File: config.mk
export PLATFORM = sky130hd
export DESIGN_NAME = hsv_core_fetch_sequencer_flat
export DESIGN_NICKNAME = d
export VERILOG_FILES = /design/src/rtl/hsv_core_fetch_sequencer_if.sv /design/src/rtl/hsv_core_fetch_sequencer.sv /design/src/flat_wrapper.sv
export SDC_FILE = /design/constraint.sdc
export NUM_CORES = 1
export LEC_CHECK = 0
export ABC_AREA = 1
export CAP_MARGIN = 20
export CORE_AREA = 2 2 131 133
export CTS_CLUSTER_DIAMETER = 60
export DETAILED_ROUTE_END_ITERATION = 12
export DIE_AREA = 0 0 133 135
export PLACE_DENSITY = 0.81
export REMOVE_ABC_BUFFERS = 1
export SLEW_MARGIN = 20
export SYNTH_ARGS = -nofsm -noshare
export SYNTH_HDL_FRONTEND = slang
export SYNTH_SLANG_ARGS = --single-unit
File: constraint.sdc
create_clock -name clk_core -period 4.1 [get_ports clk_core]
set_input_delay 0.41 -clock clk_core [delete_from_list [all_inputs] [get_ports clk_core]]
set_output_delay 0.41 -clock clk_core [all_outputs]
set_load 0.02 [all_outputs]
File: src/rtl/hsv_core_fetch_sequencer_if.sv
// Bundle for the fetch sequencer: instruction-memory AR/R channels, downstream
// valid/ready entry port and the flush redirect.
interface hsv_core_fetch_sequencer_if;
  logic        flush;
  logic [31:0] flush_pc;
  logic        mem_ar_valid;
  logic        mem_ar_ready;
  logic [31:0] mem_ar_addr;
  logic        mem_r_valid;
  logic        mem_r_ready;
  logic [31:0] mem_r_data;
  logic        mem_r_error;
  logic        ready_i;
  logic        valid_o;
  logic [31:0] out_pc;
  logic [31:0] out_insn;
  logic        out_fault;

  modport master (
    input  flush, flush_pc,
    output mem_ar_valid, mem_ar_addr,
    input  mem_ar_ready,
    input  mem_r_valid, mem_r_data, mem_r_error,
    output mem_r_ready,
    input  ready_i,
    output valid_o, out_pc, out_insn, out_fault
  );

  modport slave (
    output flush, flush_pc,
    input  mem_ar_valid, mem_ar_addr,
    output mem_ar_ready,
    output mem_r_valid, mem_r_data, mem_r_error,
    input  mem_r_ready,
    output ready_i,
    input  valid_o, out_pc, out_insn, out_fault
  );
endinterface

File: src/rtl/hsv_core_fetch_sequencer.sv
// Sequential instruction fetch front end with in-order response tagging and flush redirect.
// Optional HSV_CORE_FETCH_HALT_ON_FAULT_EN: stop issuing after a delivered fault until the next flush.
module hsv_core_fetch_sequencer #(
  parameter logic [31:0] RESET_PC        = 32'h0000_0000,
  parameter int          MAX_OUTSTANDING = 4
) (
  input logic                        clk_core,
  input logic                        rst_core_n,
  hsv_core_fetch_sequencer_if.master bus
);
  localparam int            CW      = $clog2(MAX_OUTSTANDING + 1);
  localparam logic [CW-1:0] CNT_ONE = CW'(1);
  localparam logic [CW-1:0] CNT_MAX = CW'(MAX_OUTSTANDING);

  logic [31:0]   fetch_pc_reg, fetch_pc_next;
  logic [31:0]   resp_pc_reg, resp_pc_next;
  logic [CW-1:0] inflight_reg, inflight_next;
  logic [CW-1:0] discard_reg, discard_next;
  logic          stale_ar_reg, stale_ar_next;
  logic          ar_valid_reg, ar_valid_next;
  logic [31:0]   ar_addr_reg, ar_addr_next;
  logic          out_valid_reg, out_valid_next;
  logic [31:0]   out_pc_reg, out_pc_next;
  logic [31:0]   out_insn_reg, out_insn_next;
  logic          out_fault_reg, out_fault_next;
  logic          halt_reg;
`ifdef HSV_CORE_FETCH_HALT_ON_FAULT_EN
  logic          halt_next;
`else
  assign halt_reg = 1'b0;
`endif

  logic          ar_fire, r_fire, r_ready, drop, load, issue_ok;
  logic [31:0]   redirect_pc;

  // While discarding, responses never reach the output register, so ignore downstream stall.
  assign r_ready     = (discard_reg != '0) | ~out_valid_reg | bus.ready_i;
  assign ar_fire     = ar_valid_reg & bus.mem_ar_ready;
  assign r_fire      = bus.mem_r_valid & r_ready;
  assign drop        = (discard_reg != '0) | bus.flush;
  assign load        = r_fire & ~drop;
  assign issue_ok    = ~ar_valid_reg & ~bus.flush & (inflight_reg < CNT_MAX) & ~halt_reg;
  assign redirect_pc = bus.flush_pc & 32'hFFFF_FFFC;

  always_comb begin
    fetch_pc_next  = fetch_pc_reg;
    resp_pc_next   = resp_pc_reg;
    inflight_next  = inflight_reg;
    discard_next   = discard_reg;
    stale_ar_next  = stale_ar_reg & ~ar_fire;
    ar_valid_next  = ar_valid_reg;
    ar_addr_next   = ar_addr_reg;
    out_valid_next = out_valid_reg;
    out_pc_next    = out_pc_reg;
    out_insn_next  = out_insn_reg;
    out_fault_next = out_fault_reg;
`ifdef HSV_CORE_FETCH_HALT_ON_FAULT_EN
    halt_next      = halt_reg;
`endif

    if (ar_fire && !r_fire)
      inflight_next = inflight_reg + CNT_ONE;
    else if (!ar_fire && r_fire)
      inflight_next = inflight_reg - CNT_ONE;

    // A stale AR accepted now owes one more response to throw away.
    discard_next = discard_reg
                 + ((ar_fire && stale_ar_reg) ? CNT_ONE : '0)
                 - ((r_fire && discard_reg != '0) ? CNT_ONE : '0);

    if (ar_fire) begin
      ar_valid_next = 1'b0;
    end else if (issue_ok) begin
      ar_valid_next = 1'b1;
      ar_addr_next  = fetch_pc_reg;
      fetch_pc_next = fetch_pc_reg + 32'd4;
    end

    if (load) begin
      out_valid_next = 1'b1;
      out_pc_next    = resp_pc_reg;
      out_insn_next  = bus.mem_r_data;
      out_fault_next = bus.mem_r_error;
      resp_pc_next   = resp_pc_reg + 32'd4;
`ifdef HSV_CORE_FETCH_HALT_ON_FAULT_EN
      if (bus.mem_r_error)
        halt_next = 1'b1;
`endif
    end else if (out_valid_reg && bus.ready_i) begin
      out_valid_next = 1'b0;
    end

    // Redirect overrides everything but the counter bookkeeping; a pending AR is left untouched.
    if (bus.flush) begin
      fetch_pc_next  = redirect_pc;
      resp_pc_next   = redirect_pc;
      out_valid_next = 1'b0;
      discard_next   = inflight_next;
      stale_ar_next  = ar_valid_reg & ~ar_fire;
`ifdef HSV_CORE_FETCH_HALT_ON_FAULT_EN
      halt_next      = 1'b0;
`endif
    end
  end

  always_ff @(posedge clk_core or negedge rst_core_n) begin
    if (!rst_core_n) begin
      fetch_pc_reg  <= RESET_PC;
      resp_pc_reg   <= RESET_PC;
      inflight_reg  <= '0;
      discard_reg   <= '0;
      stale_ar_reg  <= 1'b0;
      ar_valid_reg  <= 1'b0;
      ar_addr_reg   <= RESET_PC;
      out_valid_reg <= 1'b0;
      out_pc_reg    <= '0;
      out_insn_reg  <= '0;
      out_fault_reg <= 1'b0;
    end else begin
      fetch_pc_reg  <= fetch_pc_next;
      resp_pc_reg   <= resp_pc_next;
      inflight_reg  <= inflight_next;
      discard_reg   <= discard_next;
      stale_ar_reg  <= stale_ar_next;
      ar_valid_reg  <= ar_valid_next;
      ar_addr_reg   <= ar_addr_next;
      out_valid_reg <= out_valid_next;
      out_pc_reg    <= out_pc_next;
      out_insn_reg  <= out_insn_next;
      out_fault_reg <= out_fault_next;
    end
  end

`ifdef HSV_CORE_FETCH_HALT_ON_FAULT_EN
  always_ff @(posedge clk_core or negedge rst_core_n) begin
    if (!rst_core_n)
      halt_reg <= 1'b0;
    else
      halt_reg <= halt_next;
  end
`endif

  assign bus.mem_ar_valid = ar_valid_reg;
  assign bus.mem_ar_addr  = ar_addr_reg;
  assign bus.mem_r_ready  = r_ready;
  assign bus.valid_o      = out_valid_reg;
  assign bus.out_pc       = out_pc_reg;
  assign bus.out_insn     = out_insn_reg;
  assign bus.out_fault    = out_fault_reg;
endmodule

File: src/flat_wrapper.sv
// flat-port wrapper written by rule: the top's interface ports become plain ports
module hsv_core_fetch_sequencer_flat 
#(
  parameter logic [31:0] RESET_PC        = 32'h0000_0000,
  parameter int          MAX_OUTSTANDING = 4
)
  (clk_core, rst_core_n, bus_flush, bus_flush_pc, bus_mem_ar_valid, bus_mem_ar_addr, bus_mem_ar_ready, bus_mem_r_valid, bus_mem_r_data, bus_mem_r_error, bus_mem_r_ready, bus_ready_i, bus_valid_o, bus_out_pc, bus_out_insn, bus_out_fault);
  hsv_core_fetch_sequencer_if bus_i ();
  input logic clk_core;
  input logic rst_core_n;
  input wire logic [$bits(bus_i.flush)-1:0] bus_flush;
  input wire logic [$bits(bus_i.flush_pc)-1:0] bus_flush_pc;
  output wire logic [$bits(bus_i.mem_ar_valid)-1:0] bus_mem_ar_valid;
  output wire logic [$bits(bus_i.mem_ar_addr)-1:0] bus_mem_ar_addr;
  input wire logic [$bits(bus_i.mem_ar_ready)-1:0] bus_mem_ar_ready;
  input wire logic [$bits(bus_i.mem_r_valid)-1:0] bus_mem_r_valid;
  input wire logic [$bits(bus_i.mem_r_data)-1:0] bus_mem_r_data;
  input wire logic [$bits(bus_i.mem_r_error)-1:0] bus_mem_r_error;
  output wire logic [$bits(bus_i.mem_r_ready)-1:0] bus_mem_r_ready;
  input wire logic [$bits(bus_i.ready_i)-1:0] bus_ready_i;
  output wire logic [$bits(bus_i.valid_o)-1:0] bus_valid_o;
  output wire logic [$bits(bus_i.out_pc)-1:0] bus_out_pc;
  output wire logic [$bits(bus_i.out_insn)-1:0] bus_out_insn;
  output wire logic [$bits(bus_i.out_fault)-1:0] bus_out_fault;
  assign bus_i.flush = bus_flush;
  assign bus_i.flush_pc = bus_flush_pc;
  assign bus_mem_ar_valid = bus_i.mem_ar_valid;
  assign bus_mem_ar_addr = bus_i.mem_ar_addr;
  assign bus_i.mem_ar_ready = bus_mem_ar_ready;
  assign bus_i.mem_r_valid = bus_mem_r_valid;
  assign bus_i.mem_r_data = bus_mem_r_data;
  assign bus_i.mem_r_error = bus_mem_r_error;
  assign bus_mem_r_ready = bus_i.mem_r_ready;
  assign bus_i.ready_i = bus_ready_i;
  assign bus_valid_o = bus_i.valid_o;
  assign bus_out_pc = bus_i.out_pc;
  assign bus_out_insn = bus_i.out_insn;
  assign bus_out_fault = bus_i.out_fault;
  hsv_core_fetch_sequencer #(.RESET_PC(RESET_PC), .MAX_OUTSTANDING(MAX_OUTSTANDING)) u_core (.clk_core(clk_core), .rst_core_n(rst_core_n), .bus(bus_i));
endmodule
* Yosys cells after proc, flatten, opt, wreduce, memory -nomap -nowiden
Cells that the tools add are included.
Word-level totals: input port bits 71, logic and storage cells 64, output and inout port bits 100, flip-flop bits (word level) 170
Cells by class: bitwise operators 15, muxes and demuxes 16, reduce and logical (&&, ||, !) cells 14, order comparisons 1, add/subtract/negate cells 6, eq/ne operators 1
Operator list (count):
- $mux W32 | 5
- $add A32 B3 Y32 const B | 2
- $mux W3 | 3
- $mux W1 | 8
- $and A1 B1 Y1 | 7
- $reduce_bool A2 Y1 | 3
- $reduce_bool A3 Y1 | 2
- $logic_and A1 B1 Y1 | 5
- $not A1 Y1 | 5
- $reduce_and A2 Y1 | 2
- $add A3 B1 Y3 const B | 1
- $add A3 B3 Y3 | 1
- $lt A3 B3 Y1 const B | 1
- $or A1 B1 Y1 | 3
- $sub A3 B1 Y3 const B | 1
- $sub A3 B3 Y3 | 1
- $logic_not A1 Y1 | 2
- $ne A2 B2 Y1 const B | 1

* Longest topological paths before layout
Gate-level depths: netlist (run 1).
depth after elaboration 8, mapped depth 11, depth with buffers taken out 11

* Least setup slack after synthesis (run 1)
No wires, ideal clock.
kind register -> register, start point register u_core.discard_reg[1], end point register u_core.discard_reg[2], arrival 2.136 ns, buffers on the path 0, slack 1.847 ns, stages on the path, launching flop included 12, library setup time 0.117 ns, clock period less this slack 2.253 ns, cells stage by stage dfrtp_1 > nor2_1 > nand4_1 > nand2_1 > nor2_1 > ha_1 > inv_1 > ha_1 > fa_1 > xor2_1 > nand2_1 > nand2_1
On the way: longest elaborated chain between the ends 8, elaborated cells on any way between the ends 14, those cells by class add/sub: 2; mux: 4; bitwise: 3; reduce/logical: 5
RTL lines:
- start: declaration | RTL line hsv_core_fetch_sequencer.sv:18 | logic [CW-1:0] discard_reg, discard_next;
- start signal: assignment | RTL line hsv_core_fetch_sequencer.sv:123 | discard_reg <= discard_next;
- $reduce_bool A3 Y1 * | RTL line hsv_core_fetch_sequencer.sv:37 | assign r_ready = (discard_reg != '0) | ~out_valid_reg | bus.ready_i;
- $or A1 B1 Y1 * (2 in series) | RTL line hsv_core_fetch_sequencer.sv:37
- net bus_mem_r_ready | RTL line flat_wrapper.sv:19 | output wire logic [$bits(bus_i.mem_r_ready)-1:0] bus_mem_r_ready;
- $and A1 B1 Y1 * | RTL line hsv_core_fetch_sequencer.sv:39 | assign r_fire = bus.mem_r_valid & r_ready;
- $logic_and A1 B1 Y1 (tied with other cells) | RTL line hsv_core_fetch_sequencer.sv:69 | - ((r_fire && discard_reg != '0) ? CNT_ONE : '0);
- $mux W1 (tied with other cells) | RTL line hsv_core_fetch_sequencer.sv:69
- $sub A3 B3 Y3 / $mux W3 (equally long branches) | RTL line hsv_core_fetch_sequencer.sv:69, hsv_core_fetch_sequencer.sv:61
- $mux W3 * | RTL line hsv_core_fetch_sequencer.sv:94 | if (bus.flush) begin
- net u_core.discard_next[2] | RTL line hsv_core_fetch_sequencer.sv:18
Mark *: on every way through the listed nets, which the timed path passes. The rest lies on a longest branch. A chain may end at the register's enable or synchronous reset.

* Worst setup path after layout (run 1)
start point register u_core.inflight_reg[2], end point register u_core.fetch_pc_reg[12]
On the way: longest elaborated chain between the ends 4
RTL lines:
- start: declaration | RTL line hsv_core_fetch_sequencer.sv:17 | logic [CW-1:0] inflight_reg, inflight_next;
- start signal: assignment | RTL line hsv_core_fetch_sequencer.sv:122 | inflight_reg <= inflight_next;
- $lt A3 B3 Y1 | RTL line hsv_core_fetch_sequencer.sv:42 | assign issue_ok = ~ar_valid_reg & ~bus.flush & (inflight_reg < CNT_MAX) & ~halt_reg;
- $and A1 B1 Y1 | RTL line hsv_core_fetch_sequencer.sv:42
- $reduce_bool A2 Y1 (no line)
- $reduce_and A2 Y1 (no line)
- end signal: assignment | RTL line hsv_core_fetch_sequencer.sv:120 | fetch_pc_reg <= fetch_pc_next;
- end: declaration | RTL line hsv_core_fetch_sequencer.sv:15 | logic [31:0] fetch_pc_reg, fetch_pc_next;
Every way passes these cells.

==> results of run 1 <==
==> per-layer routing <==
layer	vias to the layer above	routed length, um
li1	3708	-
met1	3477	9470
met2	260	9900
met3	46	1350
met4	0	712
met5	-	0
==> where the power goes <==
| group | total (mW) | internal, mW | switching [mW] |
|---|---|---|---|
| Combinational | 2.90 | 1.25 | 1.65 |
| Clock | 1.55 | 0.931 | 0.618 |
| Sequential | 2.66 | 2.21 | 0.453 |
| Total | 7.11 | 4.39 | 2.72 |
==> synthesized netlist by cell type <==
| cell | number | area (sq um) |
|---|---|---|
| a21oi_1 | 33 | 165 |
| o21ai_0 | 52 | 260 |
| nand3b_1 | 4 | 30.0 |
| xnor2_1 | 7 | 61.3 |
| inv_2 | 5 | 18.8 |
| buf_6 | 1 | 11.3 |
| nand4_1 | 18 | 113 |
| nand3_1 | 77 | 385 |
| nand4_2 | 2 | 25.0 |
| a22oi_1 | 5 | 37.5 |
| o31ai_1 | 3 | 22.5 |
| ha_1 | 6 | 75.1 |
| o21bai_1 | 1 | 7.51 |
| buf_1 | 1 | 3.75 |
| clkbuf_1 | 8 | 30.0 |
| conb_1 | 1 | 3.75 |
| inv_1 | 79 | 297 |
| nor2_2 | 5 | 31.3 |
| nor3_4 | 1 | 16.3 |
| nand2_1 | 399 | 1500 |
| buf_4 | 5 | 37.5 |
| nor3_1 | 11 | 55.1 |
| or2_0 | 1 | 6.26 |
| a21boi_0 | 1 | 7.51 |
| xor2_1 | 7 | 61.3 |
| buf_2 | 25 | 125 |
| nor3_2 | 2 | 20.0 |
| fa_1 | 1 | 20.0 |
| nor2_1 | 114 | 428 |
| o221ai_1 | 3 | 26.3 |
| a31oi_1 | 1 | 6.26 |
| and2_1 | 1 | 6.26 |
| o211ai_1 | 12 | 90.1 |
| nand2_2 | 3 | 18.8 |
| nand3_2 | 1 | 10.0 |
| dfrtp_1 | 162 | 4050 |
| nor2_4 | 6 | 67.6 |
| nor4_1 | 1 | 6.26 |
==> worst max-delay path, cell delays in order, from the launching register on <==
cell and delay [ns]:
dfrtp_1 0.41, inv_1 0.09, nand2_2 0.22, inv_1 0.27, nor2_4 0.55, inv_2 0.32, nand3_1 0.17, nand3_1 0.08
==> cell usage in the layout, fill, tap and decap left out, types with 6 or more instances in the layout <==
cell,instances
o211ai_1,12
nor2_1,114
xor2_1,7
xnor2_1,7
clkbuf_8,6
inv_1,79
a21oi_1,33
nor2_4,6
nand4_1,18
ha_1,6
clkbuf_16,17
o21ai_0,52
nor3_1,11
nand2_1,399
dfrtp_1,162
nand3_1,77
clkdlybuf4s50_1,162
==> worst paths after layout <==
kind                                             from                    endpoint  slack, ns  depth (start not counted)
setup / recovery               u_core.inflight_reg[2]     u_core.fetch_pc_reg[12]       1.87                          7
hold / removal                             rst_core_n      u_core.bus.out_insn[0]       0.09                          1
setup reg to reg               u_core.inflight_reg[2]     u_core.fetch_pc_reg[12]       1.87                          7
hold reg to reg            u_core.bus.mem_ar_addr[22]  u_core.bus.mem_ar_addr[22]       0.47                          2
max in group asynchronous                  rst_core_n  u_core.bus.mem_ar_addr[28]       3.15                          2
min in group clk_core      u_core.bus.mem_ar_addr[22]  u_core.bus.mem_ar_addr[22]       0.47                          2
==> layout make-up <==
class	count	area, sq um	share of cell area [%]
clock inverter	4	45.0	0.429
sequential	162	4050	38.6
inverter	84	315	3.00
clock buffer	28	527	5.02
multi-input combinational	782	3580	34.1
timing repair buffer	170	1700	16.2
tap	220	275	2.62
==> logic make-up (layout without fill, tap and decap cells) <==
logic type               after synthesis  after routing
AND/OR/NAND/NOR                      646            646
other                                  1              4
buffers and inverters                124            286
XOR/XNOR                              14             14
flip-flops                           162            162
adder cells (fa/ha/maj)                7              7
AO/OA/AOI/OAI                        111            111
==> through the flow <==
step	worst slack, ns	hold WS [ns]	power, mW	utilization [%]
after floorplan	0.395	0.114	4.21	-
after global placement	1.63	0.455	5.50	60.5
after detailed placement	1.59	0.460	5.58	60.5
after CTS	1.90	0.132	7.15	64.0
after global routing	1.71	0.150	7.56	64.0
final	1.87	0.0864	7.11	64.0
==> summary.txt, run 1 <==
STA
  • Fin. Hold Viols: 0
  • Clock skew: 0.00841 ns
  • F_max: around 450 MHz
  • Final setup vio count: 0
  • Worst-Margin Slew: just over 0.9 ns
  • Setup_tns: 0 ns
  • Post-route minimum period: 2.23 ns
  • Period utilisation layout: 54.5%
  • Fin. max-slew vios: 0
  • Worst slew margin: 39.3%
  • RSZ-0062 raised after global routing: no

Cells and area
  • Fin area: between 0.01 and 0.015 sq mm
  • Share of cells above drive strength 1: approximately 4.9%
  • Fin nets: 1295
  • Area delta synth->final: 28.9%
  • Fill cells: 1404
  • Max reg flops: 32
  • Post-Layout Cell Count: 1450
  • Antenna Diode Count: 0

Routing
  • Drt total wl: 21400 um
  • # DRC: 0
  • Via Count: 7491
  • First-pass iteration count of the detailed router: 5
  • Post-DR vias/cell: 5.17
  • Wire per inst: 14.8 um
  • Initial DRC Count: 685
  • Routed Antenna Nets: 0

Global route
  • Gr usage total: 24.6%
  • Antenna violations before repair: 0
  • Global-route wire length before repair: 35100 um
  • Met1 Use GR: 32.9%
  • Overflow after GRT: 0
  • Routing usage on met2: 38.5%
  • Vias in the first global route: 7110
  • Met3 usage: roughly 5.6%
  • Largest net degree at the start of global routing: 101
  • Most Used Layer, Global Route: met2

Floorplanning
  • Rows: 47
  • Die Width: 133 um
  • Die ar.: 0.0180 sq mm
  • Core area: 0.0164 sq mm
  • Ports: between 150 and 200
  • Initial Utilization: 49.6%
  • Die Ht: 135 um

Clocking
  • Sink Count: 162
  • Num CTS Buffers: 17
  • CTS max path bufs: 2
  • CTS tree: yes
  • Hold Buf Count CTS: 0
  • Worst-skew pair later-pin latency: 0.42 ns
  • Clock Tree Root: clkbuf_16
  • Clock transition at the registers of the reported paths: 0.06 ns
  • Post-CTS setup buffer count: 0
  • CTS resizes: 0
  • H-tree depth: 4

Run status
  • Status: completed

Synthesis
  • Main combinational cell family by area after synthesis: simple AND/OR/NAND/NOR gates
  • Compound-Gate Fraction of Synth Area: 7.66%
  • Avg Inst Size Synth: 7.64 sq um
  • Synth warn: 0
  • Seq/Total Area, Yosys: between 40% and 50%
  • Post-synthesis adder-cell area fraction: 1.17%
  • Synthesized cell area: 0.00814 sq mm
  • Synthesis-stage register bit count: 162
  • Simple-gate share of the synthesized area: about a third
  • XOR/XNOR Fraction of Synth Area: under 10%
  • Cells after Synth: 1065
  • Post-synthesis mux area share: 0%
  • Post-synth cell types: 38

Worst setup path
  • CP arrival: between 2 and 3 ns
  • Setup crit start kind: register
  • Crit path kind: register to register
  • Worst Path Required: 4.40 ns
  • Worst Path Max Fanout: 23
  • Critical Path Sink Type: register

Placement
  • Gpl congestion: 0.965
  • Post-Place Cells: 1418
  • HPWL after DPL: 15200 um
  • Dpl cell area: 0.00992 sq mm
  • # port buffers: 164

Job
  • MaxCap Viol Count: 0

Power
  • Power per cell area: about 680 mW/mm^2
  • Worst vdd ir: 396 uV
  • Pleak: 4.90 nW

Min path
  • Worst Hold Class: primary input to asynchronous set/reset pin
Note: power is estimated with default switching activity, not from simulation.
==> inputs of run 2 (changes only) <==
--- a/config.mk
+++ b/config.mk
@@ -7,11 +7,11 @@
 export LEC_CHECK = 0
 export ABC_AREA = 1
 export CAP_MARGIN = 20
-export CORE_AREA = 2 2 131 133
+export CORE_AREA = 2 2 135 137
 export CTS_CLUSTER_DIAMETER = 60
 export DETAILED_ROUTE_END_ITERATION = 12
-export DIE_AREA = 0 0 133 135
-export PLACE_DENSITY = 0.81
+export DIE_AREA = 0 0 137 139
+export PLACE_DENSITY = 0.8
 export REMOVE_ABC_BUFFERS = 1
 export SLEW_MARGIN = 20
 export SYNTH_ARGS = -nofsm -noshare
==> constraint.sdc (replaced) <==
create_clock -name clk_core -period 2.05 [get_ports clk_core]
set_input_delay 0.205 -clock clk_core [delete_from_list [all_inputs] [get_ports clk_core]]
set_output_delay 0.205 -clock clk_core [all_outputs]
set_load 0.02 [all_outputs]
==> summary.txt, run 2 (synthesis gave the netlist of run 1 again) <==
Floorplanning
  • Initial Utilization: 46.1% (-3.5 points)
  • Die Ht: 139 um (+3.0%)
  • Die ar.: 0.0190 sq mm (+6.1%)
  • Die Width: 137 um (+3.0%)
  • Rows: 49 (+4.3%)
  • Core area: 0.0177 sq mm (+7.6%)
  • Ports: 171 (unchanged)

Worst setup path
  • R2r startpoint: u_core.discard_reg[2]
  • Worst Path Max Fanout: 2 (-91%)
  • Worst Path Required: 2.37 ns (-2.03 ns)
  • Setup crit start kind: register
  • Critical Path Sink Type: register
  • CP arrival: 2.32 ns (-0.22 ns)
  • Setup crit start: u_core.discard_reg[2]
  • Crit path kind: register to register

Global route
  • Global-route wire length before repair: 36900 um (+5.1%)
  • Largest net degree at the start of global routing: 69 (-32%)
  • Antenna violations before repair: 0 (unchanged)
  • Gr usage total: 24.4% (-0.15 points)
  • Overflow after GRT: 0 (unchanged)
  • Vias in the first global route: 7311 (+2.8%)

STA
  • F_max: 502 MHz (+12%)
  • Fin. max-slew vios: 0 (unchanged)
  • Post-route minimum period: 1.99 ns (-0.240 ns)
  • Setup ws final: 0.0563 ns (-1.81 ns)
  • Fin. Hold Viols: 0 (unchanged)
  • Period utilisation layout: 97.3% (+43 points)
  • Clock skew: 0.00702 ns (-0.00138 ns)
  • Final setup vio count: 0 (unchanged)
  • RSZ-0062 raised after global routing: yes

Cells and area
  • Antenna Diode Count: 0 (unchanged)
  • FF+latch area: 0.00405 sq mm (unchanged)
  • Fin nets: 1319 (+1.9%)
  • Area delta synth->final: 31.8%
  • Commonest cells after routing, fill and taps aside: nand2_1 (399), clkdlybuf4s50_1 (162), dfrtp_1 (162)
  • Fill cells: 1587 (+13%)
  • Multi-input logic area: 0.00359 sq mm (+0.21%)
  • Fin area: 0.0107 sq mm (+2.2%)
  • Final design utilization: 60.7% (-3.2 points)
  • Share of cells above drive strength 1: 6.94% (+2.1 points)
  • Max reg flops: 32 (unchanged)
  • Most common cell after layout, fill and taps aside: nand2_1

Clocking
  • Clock transition at the registers of the reported paths: 0.06 ns (about the same)
  • Clock Tree Root: clkbuf_16
  • Num CTS Buffers: 17 (unchanged)
  • Worst-skew pair later-pin latency: 0.43 ns (about the same)
  • Sink Count: 162 (unchanged)
  • H-tree depth: 4 (unchanged)
  • CTS max path bufs: 2 (unchanged)
  • CTS tree: yes

Placement
  • Pre-CTS setup slack: -0.160 ns (-1.75 ns)
  • HPWL after DPL: 16200 um (+7.0%)
  • Dpl cell area: 0.0101 sq mm (+2.1%)
  • Gpl congestion: 0.903 (-6.4%)
  • # port buffers: 164 (unchanged)

Power
  • Power, Total: 14.5 mW (+100%)
  • Pleak: 5.02 nW (+2.3%)
  • Power per cell area: 1350 mW/mm^2 (+99%)
  • Worst vdd ir: 826 uV (+110%)

Min path
  • Worst Hold Class: primary input to register
  • Worst hold start: bus_flush

Routing
  • # DRC: 0 (unchanged)
  • Post-DR vias/cell: 5.17 (about the same)
  • Drt total wl: 22300 um (+4.3%)
  • Wire per inst: 15.1 um (+1.9%)
  • Routed Antenna Nets: 0 (unchanged)
  • First-pass iteration count of the detailed router: 8 (+3)
  • Via Count: 7668 (+2.4%)
  • Initial DRC Count: 900 (+31%)

Job
  • MaxCap Viol Count: 0 (unchanged)

Run status
  • Status: completed
## run 2: changes by cell type in the layout (fill, tap and decap cells not counted), sizes merged
cell / previous run / this run
clkinv: 3 / 4
buf: 8 / 31
clkinvlp: 0 / 4
clkbuf: 28 / 22
dlygate4sd3: 0 / 1
bufinv: 1 / 2
## run 2: stage by stage
stage / TNS, ns / hold WS (ns) / instances
after floorplan: -99.91 / -0.0906 / 1028
after global placement: -0.180 / 0.176 / 1448
after detailed placement: -0.218 / 0.182 / 1448
after CTS: 0 / 0.263 / 1481
after global routing: -0.0876 / 0.285 / 1483
final: 0 / 0.260 / 1483
## run 2: critical path, cell delays in order, from the launching register on
cell and delay, ns:
dfrtp_1 0.40, buf_4 0.16, nor3_4 0.18, nor2_1 0.06, ha_1 0.27, inv_1 0.04
ha_2 0.18, fa_2 0.35, xor2_1 0.14, nand2_1 0.06, nand2_1 0.05
## run 2: path summary, 6_finish.rpt
check / to / slack [ns] / cells after the start
min: u_core.bus.valid_o / 0.26 / 3
max reg2reg: u_core.discard_reg[2] / 0.06 / 10
max in group asynchronous: u_core.fetch_pc_reg[7] / 1.08 / 3
min reg2reg: u_core.bus.mem_ar_addr[22] / 0.47 / 2
max: u_core.discard_reg[2] / 0.06 / 10
min in group asynchronous: u_core.bus.out_insn[24] / 0.27 / 2
## run 2: repair_timing
item,4_1_cts,5_1_grt
pin swaps,0,8
hold buffers,1,0
setup buffers,0,2
resized for setup,1,2
endpoints found under the hold margin,44,0
setup endpoints to repair,1,2
## run 2: cell type report
class                   instances  share of cell area (%)
clock inverters                10                    1.03
flip-flops and latches        162                    37.8
multi-input cells             782                    33.5
well taps                     229                    2.67
repair buffers                194                    17.9
inverters                      84                    2.94
clock buffers                  22                    4.24
## run 2: per-layer routing
layer	track usage, %	part of all wire [%]	wire, um	up-vias
li1	-	-	-	3754
met1	33.6	44	9820	3593
met2	38.4	48	10700	278
met3	4.46	5.9	1320	43
met4	9.17	2.5	548	0
met5	0	0	0	-
## run 2: report_power, final
| group | switching [mW] | leakage [nW] | internal (mW) |
|---|---|---|---|
| Clock | 1.31 | 0.266 | 1.81 |
| Combinational | 3.36 | 2.75 | 2.65 |
| Sequential | 0.908 | 2.00 | 4.42 |
